File: src/rtl/alu_sequencer.sv
`default_nettype none
// ============================================================================
// Module  : alu_sequencer
// Brief   : One-command-in-flight driver for the 16-bit ALU: strobes the op,
//           waits its latency, pushes the result and returns it on a response
//           handshake.
// Revision: 1.0 - initial release
// ============================================================================
module alu_sequencer #(
  parameter int DIV_LATENCY = 4
) (
  input  logic        clk,
  input  logic        rst_n,
  input  logic        cmd_valid,
  output logic        cmd_ready,
  input  logic [3:0]  cmd_op,
  input  logic [15:0] cmd_a,
  input  logic [15:0] cmd_b,
  output logic [10:0] alu_op,
  output logic [3:0]  alu_push,
  output logic [15:0] bus1,
  output logic [15:0] bus2,
  input  logic [15:0] bus3,
  input  logic [15:0] bus4,
  output logic        rsp_valid,
  input  logic        rsp_ready,
  output logic [15:0] rsp_data,
  output logic [3:0]  rsp_op,
  output logic        rsp_err
);

  localparam int             CNT_W    = (DIV_LATENCY < 2) ? 1 : $clog2(DIV_LATENCY);
  localparam logic [CNT_W-1:0] CNT_LOAD = CNT_W'(DIV_LATENCY - 1);
  localparam logic [3:0]     OP_NOT   = 4'd10;
  localparam logic [3:0]     OP_DIV   = 4'd11;
  localparam logic [3:0]     OP_MOD   = 4'd12;

  typedef enum logic [2:0] {
    S_IDLE = 3'd0,
    S_EXEC = 3'd1,
    S_WAIT = 3'd2,
    S_READ = 3'd3,
    S_RESP = 3'd4
  } state_t;

  state_t           r_state, w_state_nxt;
  logic [CNT_W-1:0] r_cnt, w_cnt_nxt;
  logic [3:0]       r_op, w_op_nxt;

  logic        w_cmd_ready_nxt;
  logic [10:0] w_alu_op_nxt;
  logic [3:0]  w_alu_push_nxt;
  logic [15:0] w_bus1_nxt, w_bus2_nxt;
  logic        w_rsp_valid_nxt;
  logic [15:0] w_rsp_data_nxt;
  logic [3:0]  w_rsp_op_nxt;
  logic        w_rsp_err_nxt;

  always_ff @(posedge clk or negedge rst_n) begin
    if (!rst_n) begin
      r_state <= S_IDLE;
      r_cnt   <= '0;
      r_op    <= '0;
    end else begin
      r_state <= w_state_nxt;
      r_cnt   <= w_cnt_nxt;
      r_op    <= w_op_nxt;
    end
  end

  // Next-state logic also computes the next value of every output, which is
  // then registered so no output has a combinational path from an input.
  always_comb begin
    w_state_nxt     = r_state;
    w_cnt_nxt       = r_cnt;
    w_op_nxt        = r_op;
    w_cmd_ready_nxt = 1'b0;
    w_alu_op_nxt    = '0;
    w_alu_push_nxt  = '0;
    w_bus1_nxt      = '0;
    w_bus2_nxt      = '0;
    w_rsp_valid_nxt = rsp_valid;
    w_rsp_data_nxt  = rsp_data;
    w_rsp_op_nxt    = rsp_op;
    w_rsp_err_nxt   = rsp_err;

    unique case (r_state)
      S_IDLE: begin
        w_cmd_ready_nxt = 1'b1;
        if (cmd_valid && cmd_ready) begin
          w_cmd_ready_nxt = 1'b0;
          w_op_nxt        = cmd_op;
          if (cmd_op <= OP_NOT) begin
            w_state_nxt  = S_EXEC;
            w_alu_op_nxt = 11'(1) << cmd_op;
            w_bus1_nxt   = cmd_a;
            w_bus2_nxt   = cmd_b;
          end else if (cmd_op == OP_DIV || cmd_op == OP_MOD) begin
            w_state_nxt = S_WAIT;
            w_cnt_nxt   = CNT_LOAD;
            w_bus1_nxt  = cmd_a;
            w_bus2_nxt  = cmd_b;
          end else begin
            w_state_nxt     = S_RESP;
            w_rsp_valid_nxt = 1'b1;
            w_rsp_err_nxt   = 1'b1;
            w_rsp_data_nxt  = '0;
            w_rsp_op_nxt    = cmd_op;
          end
        end
      end
      S_EXEC: begin
        w_state_nxt    = S_READ;
        w_alu_push_nxt = 4'b0001;
        w_bus1_nxt     = bus1;
        w_bus2_nxt     = bus2;
      end
      S_WAIT: begin
        w_bus1_nxt = bus1;
        w_bus2_nxt = bus2;
        if (r_cnt == '0) begin
          w_state_nxt    = S_READ;
          w_alu_push_nxt = (r_op == OP_DIV) ? 4'b0100 : 4'b1000;
        end else begin
          w_cnt_nxt = r_cnt - 1'b1;
        end
      end
      S_READ: begin
        // Operands stay on the buses so the divider output is still valid.
        w_state_nxt     = S_RESP;
        w_rsp_valid_nxt = 1'b1;
        w_rsp_err_nxt   = 1'b0;
        w_rsp_op_nxt    = r_op;
        w_rsp_data_nxt  = (r_op == OP_DIV || r_op == OP_MOD) ? bus4 : bus3;
      end
      S_RESP: begin
        if (rsp_valid && rsp_ready) begin
          w_state_nxt     = S_IDLE;
          w_rsp_valid_nxt = 1'b0;
          w_cmd_ready_nxt = 1'b1;
        end
      end
      default: begin
        w_state_nxt     = S_IDLE;
        w_rsp_valid_nxt = 1'b0;
      end
    endcase
  end

  always_ff @(posedge clk or negedge rst_n) begin
    if (!rst_n) begin
      cmd_ready <= 1'b0;
      alu_op    <= '0;
      alu_push  <= '0;
      bus1      <= '0;
      bus2      <= '0;
      rsp_valid <= 1'b0;
      rsp_data  <= '0;
      rsp_op    <= '0;
      rsp_err   <= 1'b0;
    end else begin
      cmd_ready <= w_cmd_ready_nxt;
      alu_op    <= w_alu_op_nxt;
      alu_push  <= w_alu_push_nxt;
      bus1      <= w_bus1_nxt;
      bus2      <= w_bus2_nxt;
      rsp_valid <= w_rsp_valid_nxt;
      rsp_data  <= w_rsp_data_nxt;
      rsp_op    <= w_rsp_op_nxt;
      rsp_err   <= w_rsp_err_nxt;
    end
  end

endmodule
`default_nettype wire

File: config.mk
export PLATFORM = sky130hd
export DESIGN_NAME = alu_sequencer
export DESIGN_NICKNAME = d
export VERILOG_FILES = /design/src/rtl/alu_sequencer.sv
export SDC_FILE = /design/constraint.sdc
export NUM_CORES = 1
export LEC_CHECK = 0
export BUFFER_PORTS_ARGS = -buffer_cell sky130_fd_sc_hd__buf_2
export CAP_MARGIN = 40
export CORE_AREA = 8 8 81 118
export CTS_CLUSTER_DIAMETER = 30
export CTS_CLUSTER_SIZE = 12
export DETAILED_ROUTE_END_ITERATION = 10
export DIE_AREA = 0 0 89 126
export GPL_TIMING_DRIVEN = 0
export PLACE_DENSITY_LB_ADDON = 0.08
export SLEW_MARGIN = 20
export SYNTH_ARGS = -nofsm -noshare
export SYNTH_HDL_FRONTEND = slang
export SYNTH_SLANG_ARGS = --single-unit
File: constraint.sdc
create_clock -name clk -period 1.5 [get_ports clk]
set_input_delay 0.15 -clock clk [delete_from_list [all_inputs] [get_ports clk]]
set_output_delay 0.15 -clock clk [all_outputs]
set_load 0.02 [all_outputs]
==> impl_metrics.yaml, run 1 <==
status:
  run_status: "complete, no violations"
final_layout:
  n_antenna_cell: 0
  area.growth.synth_to_final_pct: 41.9
  post-route-util_pct: 57.5
  fin_nets: 487
  post_route_cells_drive_above_1_share_pct: 48.3
  layout.filler_cells: 729
  layout.cell_area.non_filler_mm2: 0.00454
global_route:
  groute.usage.overall_pct: 15.9
  overflow: 0
  grt_pass1_wl_mm: 13.8
  vias_in_the_first_global_route: 2712
  grt_start_max_net_pins: 45
  antenna_found_initial: 0
setup_path:
  data_arrival_time_of_the_critical_path_ns: 1.69
  worst-r2r-setup-slack_ns: 0.02
  endpoint_kind: "register"
  required_ns: 1.71
  worst-path-max-fanout: 10
  start_kind: "register"
  crit_type: "register to register"
drt:
  drt-total-wl_mm: 8.73
  via_count: 2560
  drc_violations_left: 0
  wl_per_cell_um: 16.7
  final_antenna_net_count: 0
  first_pass_iters: 4
  drt_first_iter_violations: 92
  routed_via_density: 4.89
synth:
  syn_inst: 251
  syn-cell-area_mm2: 0.00320
  synth_flop_cell: "dfrtp_1"
  synth_largest_area_cell: "dfrtp_1"
  synth.avg_cell_area_um2: 12.8
  most_frequent_cell_after_synthesis: "dfrtp_1"
  synth_top_cells_by_area: "dfrtp_1 (61%), a22o_1 (8.8%), mux2i_1 (5.9%), o2bb2ai_1 (4.4%), nand2_1 (2.2%)"
  async_reset_ff_share_pct: 100
  yosys.area.top_type_share_pct: 61.0
  syn_warnings: 0
  synth-seq-cells: 78
  postSynthNetCount: 324
  number_of_enable_type_register_cells_in_the_synthesized_netlist: 0
  synth_sequential_area_ratio_pct: 61.0
  synthTopCellsByCount: "dfrtp_1 (78), a22o_1 (32), mux2i_1 (19), nand2_1 (19), o2bb2ai_1 (16)"
  post_synth_num_cell_types: 44
power:
  power_density_mw_per_mm2: 1920
  worst_ir_drop_vdd_mv: 1.03
  p_leak_nw: 2.49
  p_total_w: 0.00874
floorplanning:
  placement_rows: 40
  die_height_um: 126
  dieArea_mm2: 0.0112
  floorplan.core_area_mm2: 0.00791
  die_extent_in_x_um: 89
  initial_core_util_pct: 40.5
  floorplan.io_pins: 142
clock_tree:
  cts-buffers-inserted: 9
  clkLatencyLatePin_ns: 0.32
  cts_num_sinks: 78
  tritoncts: "done"
  cts_max_path_buffers: 2
  worst_setup_hold_path_clk_slew_ns: 0.06
  ctsRootBufferMaster: "clkbuf_16"
  htreeDepth: 3
hold_path:
  worst_hold_path_type: "input port to register"
placed_design:
  place_congestion: 0.722
  dp_hpwl_mm: 6.50
  post_dp_cell_area_mm2: 0.00406
  numPortBuffers: 140
sta:
  finalHoldViolations: 0
  worst-slew-pin-transition_ns: 0.580
  grt_setup_unrepaired: "true"
  maximum_frequency_from_static_timing_analysis_mhz: 676
  tns_ns: 0
  setup_viol_count_final: 0
  layout_worst_path_cycle_share_pct: 98.6
  skew_ns: 0.00420
  period_needed_ns: 1.48
  relative_slew_margins_pct: 61.3
  timing.final.max_slew_violations: 0
  hold_slack_ns: 0.0472
run:
  max_cap_viol_count: 0
## sequential cells by signal, indices dropped and copies added, names as in the netlist
name / count
bus1: 16
bus2: 16
rsp_data: 16
alu_op: 11
r_op: 4
rsp_op: 4
alu_push: 3
r_state: 3
r_cnt: 2
cmd_ready: 1
rsp_err: 1
rsp_valid: 1
## per-stage QoR
stage | setup slack, ns | instances
global placement | -0.258 | 496
CTS | -0.00392 | 515
global route | -0.0705 | 523
detailed placement | -0.204 | 497
floorplan | 0.0392 | 251
finish | 0.0203 | 523
## what timing repair did
item	4_1_cts	5_1_grt
gates resized for setup	14	15
endpoints found under the hold margin	43	0
buffers inserted	3	8
hold buffers	1	0
pin swaps	4	7
cloned	0	0
setup endpoints to repair	49	56
## worst max-delay path, cell delays in order, from the launching register on
cell       delay [ns]
dfrtp_1          0.37
buf_6            0.13
nor2_4           0.12
nand4_1          0.14
a21o_1           0.22
buf_6            0.13
buf_8            0.13
o2bb2ai_1        0.12
## worst paths after layout
| kind | to | depth (start not counted) | start |
|---|---|---|---|
| worst max-delay path | rsp_data[14]$_DFFE_PN0P_ | 7 | r_state[0]$_DFFE_PN0P_ |
| worst min-delay path | bus2[1]$_DFFE_PN0N_ | 2 | cmd_b[1] |
| worst max register to register | rsp_data[14]$_DFFE_PN0P_ | 7 | r_state[0]$_DFFE_PN0P_ |
| worst min register to register | rsp_data[2]$_DFFE_PN0P_ | 1 | rsp_data[2]$_DFFE_PN0P_ |
| max in group asynchronous | rsp_data[6]$_DFFE_PN0P_ | 3 | rst_n |
| min in group asynchronous | bus2[3]$_DFFE_PN0N_ | 2 | rst_n |
## power by group
group	internal (W)	switching, W	leakage [nW]	total (W)
sequential	0.00267	0.000330	1.03	0.00300
clock	0.00132	0.000801	0.141	0.00212
combinational	0.00160	0.00202	1.33	0.00362
## layout make-up
cell class / count / area (µm²) / share of cell area [%]
Clock buffer: 11 / 243 / 5.34
Buffer: 17 / 149 / 3.28
Clock inverter: 4 / 47.5 / 1.05
Multi-Input combinational cell: 151 / 1180 / 25.9
Sequential cell: 78 / 1950 / 43.0
Inverter: 4 / 15.0 / 0.330
Timing Repair Buffer: 153 / 828 / 18.2
Tap cell: 105 / 131 / 2.89
## cell usage in the layout, fill, tap and decap left out, types with 3 or more instances in the layout
| cell type | n |
|---|---|
| nand3_1 | 3 |
| buf_4 | 16 |
| dfrtp_1 | 77 |
| inv_1 | 4 |
| nor2_1 | 12 |
| clkbuf_16 | 9 |
| a22o_1 | 32 |
| nand2b_1 | 3 |
| mux2i_1 | 18 |
| o22ai_1 | 3 |
| o2bb2ai_1 | 14 |
| nand2_1 | 17 |
| buf_6 | 7 |
| nor2_4 | 3 |
| clkbuf_1 | 3 |
| buf_2 | 141 |
| a21oi_1 | 4 |
| a211oi_1 | 3 |
## logic make-up after synthesis
group                    share of synthesized area [%]
adder cells (fa/ha/maj)                          0.391
XOR/XNOR                                         0.274
AO/OA/AOI/OAI                                     17.7
flip-flops                                        61.0
multiplexers                                      6.29
AND/OR/NAND/NOR                                   10.3
buffers and inverters                             3.99
other                                            0.117
## layer usage
layer,track usage (%),wire [µm],vias up,share of wire (%)
met5,0,0,-,0
li1,-,-,1238,-
met1,19.0,3460,1241,40
met2,26.2,4510,75,52
met4,5.51,90,0,1.0
met3,4.56,668,6,7.7
Power figures use the tool's default switching activity.
==> inputs of run 2 (changes only) <==
Settings changed: CELL_PAD_IN_SITES_DETAIL_PLACEMENT set to 0, CELL_PAD_IN_SITES_GLOBAL_PLACEMENT set to 2, CORE_AREA 8 8 81 118 to 8 8 100 147, DIE_AREA 0 0 89 126 to 0 0 108 155.
==> run 2 against run 1 <==
  * Worst hold slack hardly changed
  * Power is 2.0% higher
  * Clock skew is 0.0023 ns higher
  * Sequential share of layout area is 1.0 points lower
  * Non-clock buffer count is 1 lower
  * Count of clock-buffer cells in the layout is 1 lower
  * Core utilization is 21 points lower
  * Sequential power hardly changed
  * Sequential cell count stayed put
  * Maximum frequency is 1.2% lower
  * Combinational power is 1% higher
  * Critical path type unchanged
  * Largest power group unchanged
  * Highest routed layer unchanged
==> impl_metrics.yaml, run 2 (synthesized netlist as in run 1, its figures left out) <==
status:
  run_status: "complete, no violations"
setup_path:
  crit-reg2reg-launch: "r_state[0]$_DFFE_PN0P_"
  start_kind: "register"
  worst_setup_path_startpoint: "r_state[0]$_DFFE_PN0P_"
  crit_type: "register to register"
  worst-path-max-fanout: 10
  endpoint_kind: "register"
  data_arrival_time_of_the_critical_path_ns: 1.70
  required_ns: 1.71
final_layout:
  sequential_cell_area_mm2: 0.00195
  post_route_cells_drive_above_1_share_pct: 49.2
  n_antenna_cell: 0
  non_filler_instance_count_after_layout: 576
  commonest_non_fill_non_tap_cell_in_the_layout: "buf_2"
  area.growth.synth_to_final_pct: 45.3
  largestRegisters: "bus1 (16), bus2 (16), rsp_data (16)"
  most-common-layout-cells: "buf_2 (140), dfrtp_1 (77), a22o_1 (32)"
  layout.filler_cells: 1310
  multiInputGateArea_mm2: 0.00121
  fin_nets: 486
drt:
  route.layer.met1.wl_mm: 3.86
  met2_wirelength_mm: 5.32
  routed_via_density: 4.45
  drt_first_iter_violations: 71
  via_count: 2562
  final_antenna_net_count: 0
  route.met3.wl_um: 582
  drt-total-wl_mm: 9.87
  drc_violations_left: 0
  wl_per_cell_um: 17.1
  first_pass_iters: 4
  routed.top_layer: "met4"
floorplanning:
  die_extent_in_x_um: 108
  placement_rows: 51
  initial_core_util_pct: 25.2
  floorplan.io_pins: 142
  die_height_um: 155
  dieArea_mm2: 0.0167
  floorplan.core_area_mm2: 0.0127
global_route:
  grt_pass1_wl_mm: 15.4
  groute.usage.overall_pct: 12.0
  grt_start_max_net_pins: 41
  overflow: 0
  antenna_found_initial: 0
  vias_in_the_first_global_route: 2748
clock_tree:
  cts_num_sinks: 78
  tritoncts: "done"
  cts_max_path_buffers: 2
  ctsRootBufferMaster: "clkbuf_16"
  cts-buffers-inserted: 9
  worst_setup_hold_path_clk_slew_ns: 0.06
  htreeDepth: 3
  clkLatencyLatePin_ns: 0.33
hold_path:
  worst_hold_path_type: "input port to register"
  min-delay-start: "cmd_a[5]"
sta:
  worst-slew-pin-transition_ns: 0.516
  period_needed_ns: 1.50
  timing.final.max_slew_violations: 0
  setup_viol_count_final: 0
  skew_ns: 0.00649
  layout_worst_path_cycle_share_pct: 99.9
  hold_slack_ns: 0.0476
  finalHoldViolations: 0
  maximum_frequency_from_static_timing_analysis_mhz: 667
  grt_setup_unrepaired: "true"
  relative_slew_margins_pct: 65.6
power:
  power_density_mw_per_mm2: 1920
  p_switching_w: 0.00322
  p_int_w: 0.00570
  power.share.sequential_pct: 33.6
  p_leak_nw: 2.48
  worst_ir_drop_vdd_mv: 0.686
  pwr-share-comb_pct: 41.1
  switching_part_of_the_total_power_pct: 36.1
  pwr-share-clk_pct: 25.2
placed_design:
  dpl.cell_count: 551
  place_congestion: 0.697
  numPortBuffers: 140
  dp_hpwl_mm: 7.53
run:
  max_cap_viol_count: 0
## run 2: path summary, 6_finish.rpt
path / end / slack [ns] / cells past startpoint
worst max-delay path: rsp_data[8]$_DFFE_PN0P_ / 0.002 / 7
worst min-delay path: bus1[5]$_DFFE_PN0N_ / 0.05 / 2
worst max register to register: rsp_data[8]$_DFFE_PN0P_ / 0.002 / 7
worst min register to register: rsp_data[10]$_DFFE_PN0P_ / 0.48 / 1
max in group asynchronous: r_state[2]$_DFFE_PN0P_ / 0.56 / 3
min in group asynchronous: bus2[4]$_DFFE_PN0N_ / 0.33 / 2
## run 2: final cells by class
class	instances	area share (%)
Buffer	16	3.20
Clock buffer	10	4.92
Clock inverter	5	1.61
Inverter	4	0.323
Multi-Input combinational cell	151	26.1
Sequential cell	78	42.0
Tap cell	159	4.28
Timing Repair Buffer	153	17.6
## run 2: worst max-delay path, stage by stage (launching register included)
cell       delay [ns]
dfrtp_1          0.37
buf_6            0.14
nor2_4           0.10
nand4_1          0.16
a21o_1           0.22
buf_6            0.13
buf_8            0.14
o2bb2ai_1        0.12
## run 2: repair_timing
| item | CTS | global route |
|---|---|---|
| hold buffers | 1 | 0 |
| pin swaps | 5 | 6 |
| resized for setup | 25 | 15 |
| setup endpoints to repair | 54 | 58 |
| setup buffers | 4 | 7 |
| endpoints found under the hold margin | 38 | 0 |
## run 2: power groups by stage
stage	Combinational [W]	Sequential [W]	Clock [W]
floorplan	0.00162	0.00354	0
global placement	0.00331	0.00301	0
detailed placement	0.00333	0.00302	0
CTS	0.00354	0.00300	0.00234
global route	0.00399	0.00307	0.00244
finish	0.00367	0.00300	0.00225
## run 2: per-stage QoR
step           worst slack [ns]  power [W]  cell area, µm²  TNS [ns]  utilization [%]
6_report                0.00175    0.00891            4650         0             36.6
2_1_floorplan            0.0392    0.00516            3200         0                -
3_3_place_gp             -0.394    0.00632            4100    -39.05             32.3
4_1_cts                 -0.0509    0.00888            4560    -0.908             35.9
5_1_grt                 -0.0770    0.00951            4650     -2.05             36.6
3_5_place_dp             -0.243    0.00634            4120     -8.36             32.5
## run 2: metal layers
layer  up-vias  track usage (%)
met5         -                0
li1       1243                -
met3         5             3.02
met1      1249             13.5
met2        65             20.8
met4         0             4.78
==> inputs of run 3 (changes only) <==
Settings changed: CORE_AREA 8 8 100 147 to 2 2 94 141, DIE_AREA 0 0 108 155 to 0 0 96 143.
==> run 3 against run 2 <==
  * Clock power down 6%
  * Routed wire length down 5.8%
  * Die area shrank 18%
  * Sequential power barely moved
  * Maximum frequency is 1.3% higher
  * Setup slack improved by 0.019 ns
  * Combinational power rose by 4%
  * Final cell count up 1.2%
  * Core utilization is 1.4 points higher
  * Global-route usage rose by 1.2 points
  * First-iteration DRC count fell by 9.9%
==> impl_metrics.yaml, run 3 (synthesized netlist as in run 1, its figures left out) <==
power:
  power.share.sequential_pct: 33.5
  p_int_w: 0.00566
  switching_part_of_the_total_power_pct: 36.7
  p_leak_nw: 2.54
  pwr-share-clk_pct: 23.7
  power_density_mw_per_mm2: 1890
  p_total_w: 0.00895
  p_switching_w: 0.00329
  pwr-share-comb_pct: 42.8
  worst_ir_drop_vdd_mv: 0.606
sta:
  tns_ns: 0
  finalHoldViolations: 0
  timing.final.max_slew_violations: 0
  maximum_frequency_from_static_timing_analysis_mhz: 676
  hold_slack_ns: 0.0413
  setup_viol_count_final: 0
  grt_setup_unrepaired: "true"
  layout_worst_path_cycle_share_pct: 98.6
  skew_ns: 0.00693
  timing.final.ws_setup_ns: 0.0205
  period_needed_ns: 1.48
final_layout:
  largestRegisters: "bus1 (16), bus2 (16), rsp_data (16)"
  post_route_cells_drive_above_1_share_pct: 51.1
  layout.cell_area.non_filler_mm2: 0.00474
  n_antenna_cell: 0
  fin_nets: 495
  area.growth.synth_to_final_pct: 47.9
  commonest_non_fill_non_tap_cell_in_the_layout: "buf_2"
  most-common-layout-cells: "buf_2 (143), dfrtp_1 (75), a22o_1 (32)"
clock_tree:
  ctsRootBufferMaster: "clkbuf_16"
  cts_max_path_buffers: 2
  worst_setup_hold_path_clk_slew_ns: 0.06
  htreeDepth: 3
  clkLatencyLatePin_ns: 0.33
  tritoncts: "done"
  cts_num_sinks: 78
  cts-buffers-inserted: 9
floorplanning:
  placement_rows: 50
  floorplan.core_area_mm2: 0.0124
  die_extent_in_x_um: 96
  initial_core_util_pct: 25.7
  dieArea_mm2: 0.0137
  floorplan.io_pins: 142
  die_height_um: 143
drt:
  via_count: 2623
  drc_violations_left: 0
  routed_via_density: 4.50
  final_antenna_net_count: 0
  drt_first_iter_violations: 64
  drt-total-wl_mm: 9.30
  first_pass_iters: 4
  wl_per_cell_um: 15.9
placed_design:
  place_congestion: 0.692
  worst_slack_after_detailed_placement_ns: -0.260
  numPortBuffers: 140
  dp_hpwl_mm: 6.65
  post_dp_cell_area_mm2: 0.00413
global_route:
  antenna_found_initial: 0
  groute.usage.overall_pct: 13.2
  grt_pass1_wl_mm: 13.6
  overflow: 0
  grt_start_max_net_pins: 54
  vias_in_the_first_global_route: 2547
setup_path:
  worst-r2r-setup-slack_ns: 0.02
  crit-reg2reg-launch: "r_state[0]$_DFFE_PN0P_"
  worst-path-max-fanout: 10
  data_arrival_time_of_the_critical_path_ns: 1.69
  crit_type: "register to register"
  worst_reg2reg_path_endpoint: "rsp_data[8]$_DFFE_PN0P_"
  endpoint_kind: "register"
  start_kind: "register"
  cells_on_worst_reg2reg_path: 7
  required_ns: 1.71
status:
  run_status: "complete, no violations"
hold_path:
  min_delay_path_depth: 2
  min-delay-start: "cmd_a[6]"
  worst_hold_path_type: "input port to register"
  worst_hold_path.endpoint: "bus1[6]$_DFFE_PN0N_"
run:
  max_cap_viol_count: 0
## run 3: cell types whose count changed in the layout (fill, tap and decap cells not counted), sizes merged
cell	delta
buf	+7
bufinv	-1
clkbuf	+2
clkinv	-1
clkinvlp	+3
## run 3: timing repair
action                                  4_1_cts  5_1_grt
hold buffers                                  1        0
pin swaps                                     5        8
gates cloned                                  0        3
resized for setup                            24       19
hold endpoints to repair                     25        0
setup buffers                                 4       12
endpoints found under the setup margin       56       53
## run 3: layout make-up
cell class                 count  area, µm²
timing repair buffer         161        905
inverter                       4       15.0
clock inverter                 6       62.6
sequential                    78       1960
tap                          156        195
buffer                        17        166
multi-input combinational    151       1210
fill                        1280       7710
clock buffer                  10        229
## run 3: worst max path at each step
| stage | cells after the start | slack, ns | from | endpoint |
|---|---|---|---|---|
| after detailed placement | 5 | -0.26 | r_state[1]$_DFFE_PN0P_ | bus2[14]$_DFFE_PN0N_ |
| final | 7 | 0.02 | r_state[0]$_DFFE_PN0P_ | rsp_data[8]$_DFFE_PN0P_ |
| after global routing | 7 | -0.06 | r_state[0]$_DFFE_PN0P_ | rsp_data[9]$_DFFE_PN0P_ |
| after CTS | 5 | -0.01 | r_state[1]$_DFFE_PN0P_ | bus1[14]$_DFFE_PN0N_ |
| after global placement | 1 | -0.37 | rst_n | alu_push[2]$_DFF_PN0_ |
| after floorplan | 7 | 0.04 | r_state[0]$_DFFE_PN0P_ | rsp_data[10]$_DFFE_PN0P_ |
## run 3: power by group through the flow
stage	registers, W	logic (W)	clock network [W]
floorplan	0.00354	0.00162	0
global route	0.00308	0.00416	0.00229
detailed placement	0.00302	0.00330	0
global placement	0.00301	0.00327	0
CTS	0.00300	0.00354	0.00220
finish	0.00299	0.00383	0.00212
## run 3: layer usage
metal,GRT usage [%],routed length (µm)
met5,0,0
met4,5.79,223
met3,3.85,562
met2,21.4,4690
met1,16.1,3820
## run 3: worst max-delay path: stages, from the launching register on
cell	delay, ns
dfrtp_1	0.37
buf_6	0.13
nor2_4	0.12
nand4_1	0.16
a21o_1	0.20
buf_6	0.13
buf_8	0.13
o2bb2ai_1	0.12
## run 3: through the flow
stage	cells	util, %
floorplan	251	-
global route	583	38.1
global placement	547	32.9
detailed placement	548	33.2
CTS	569	36.5
finish	583	38.1
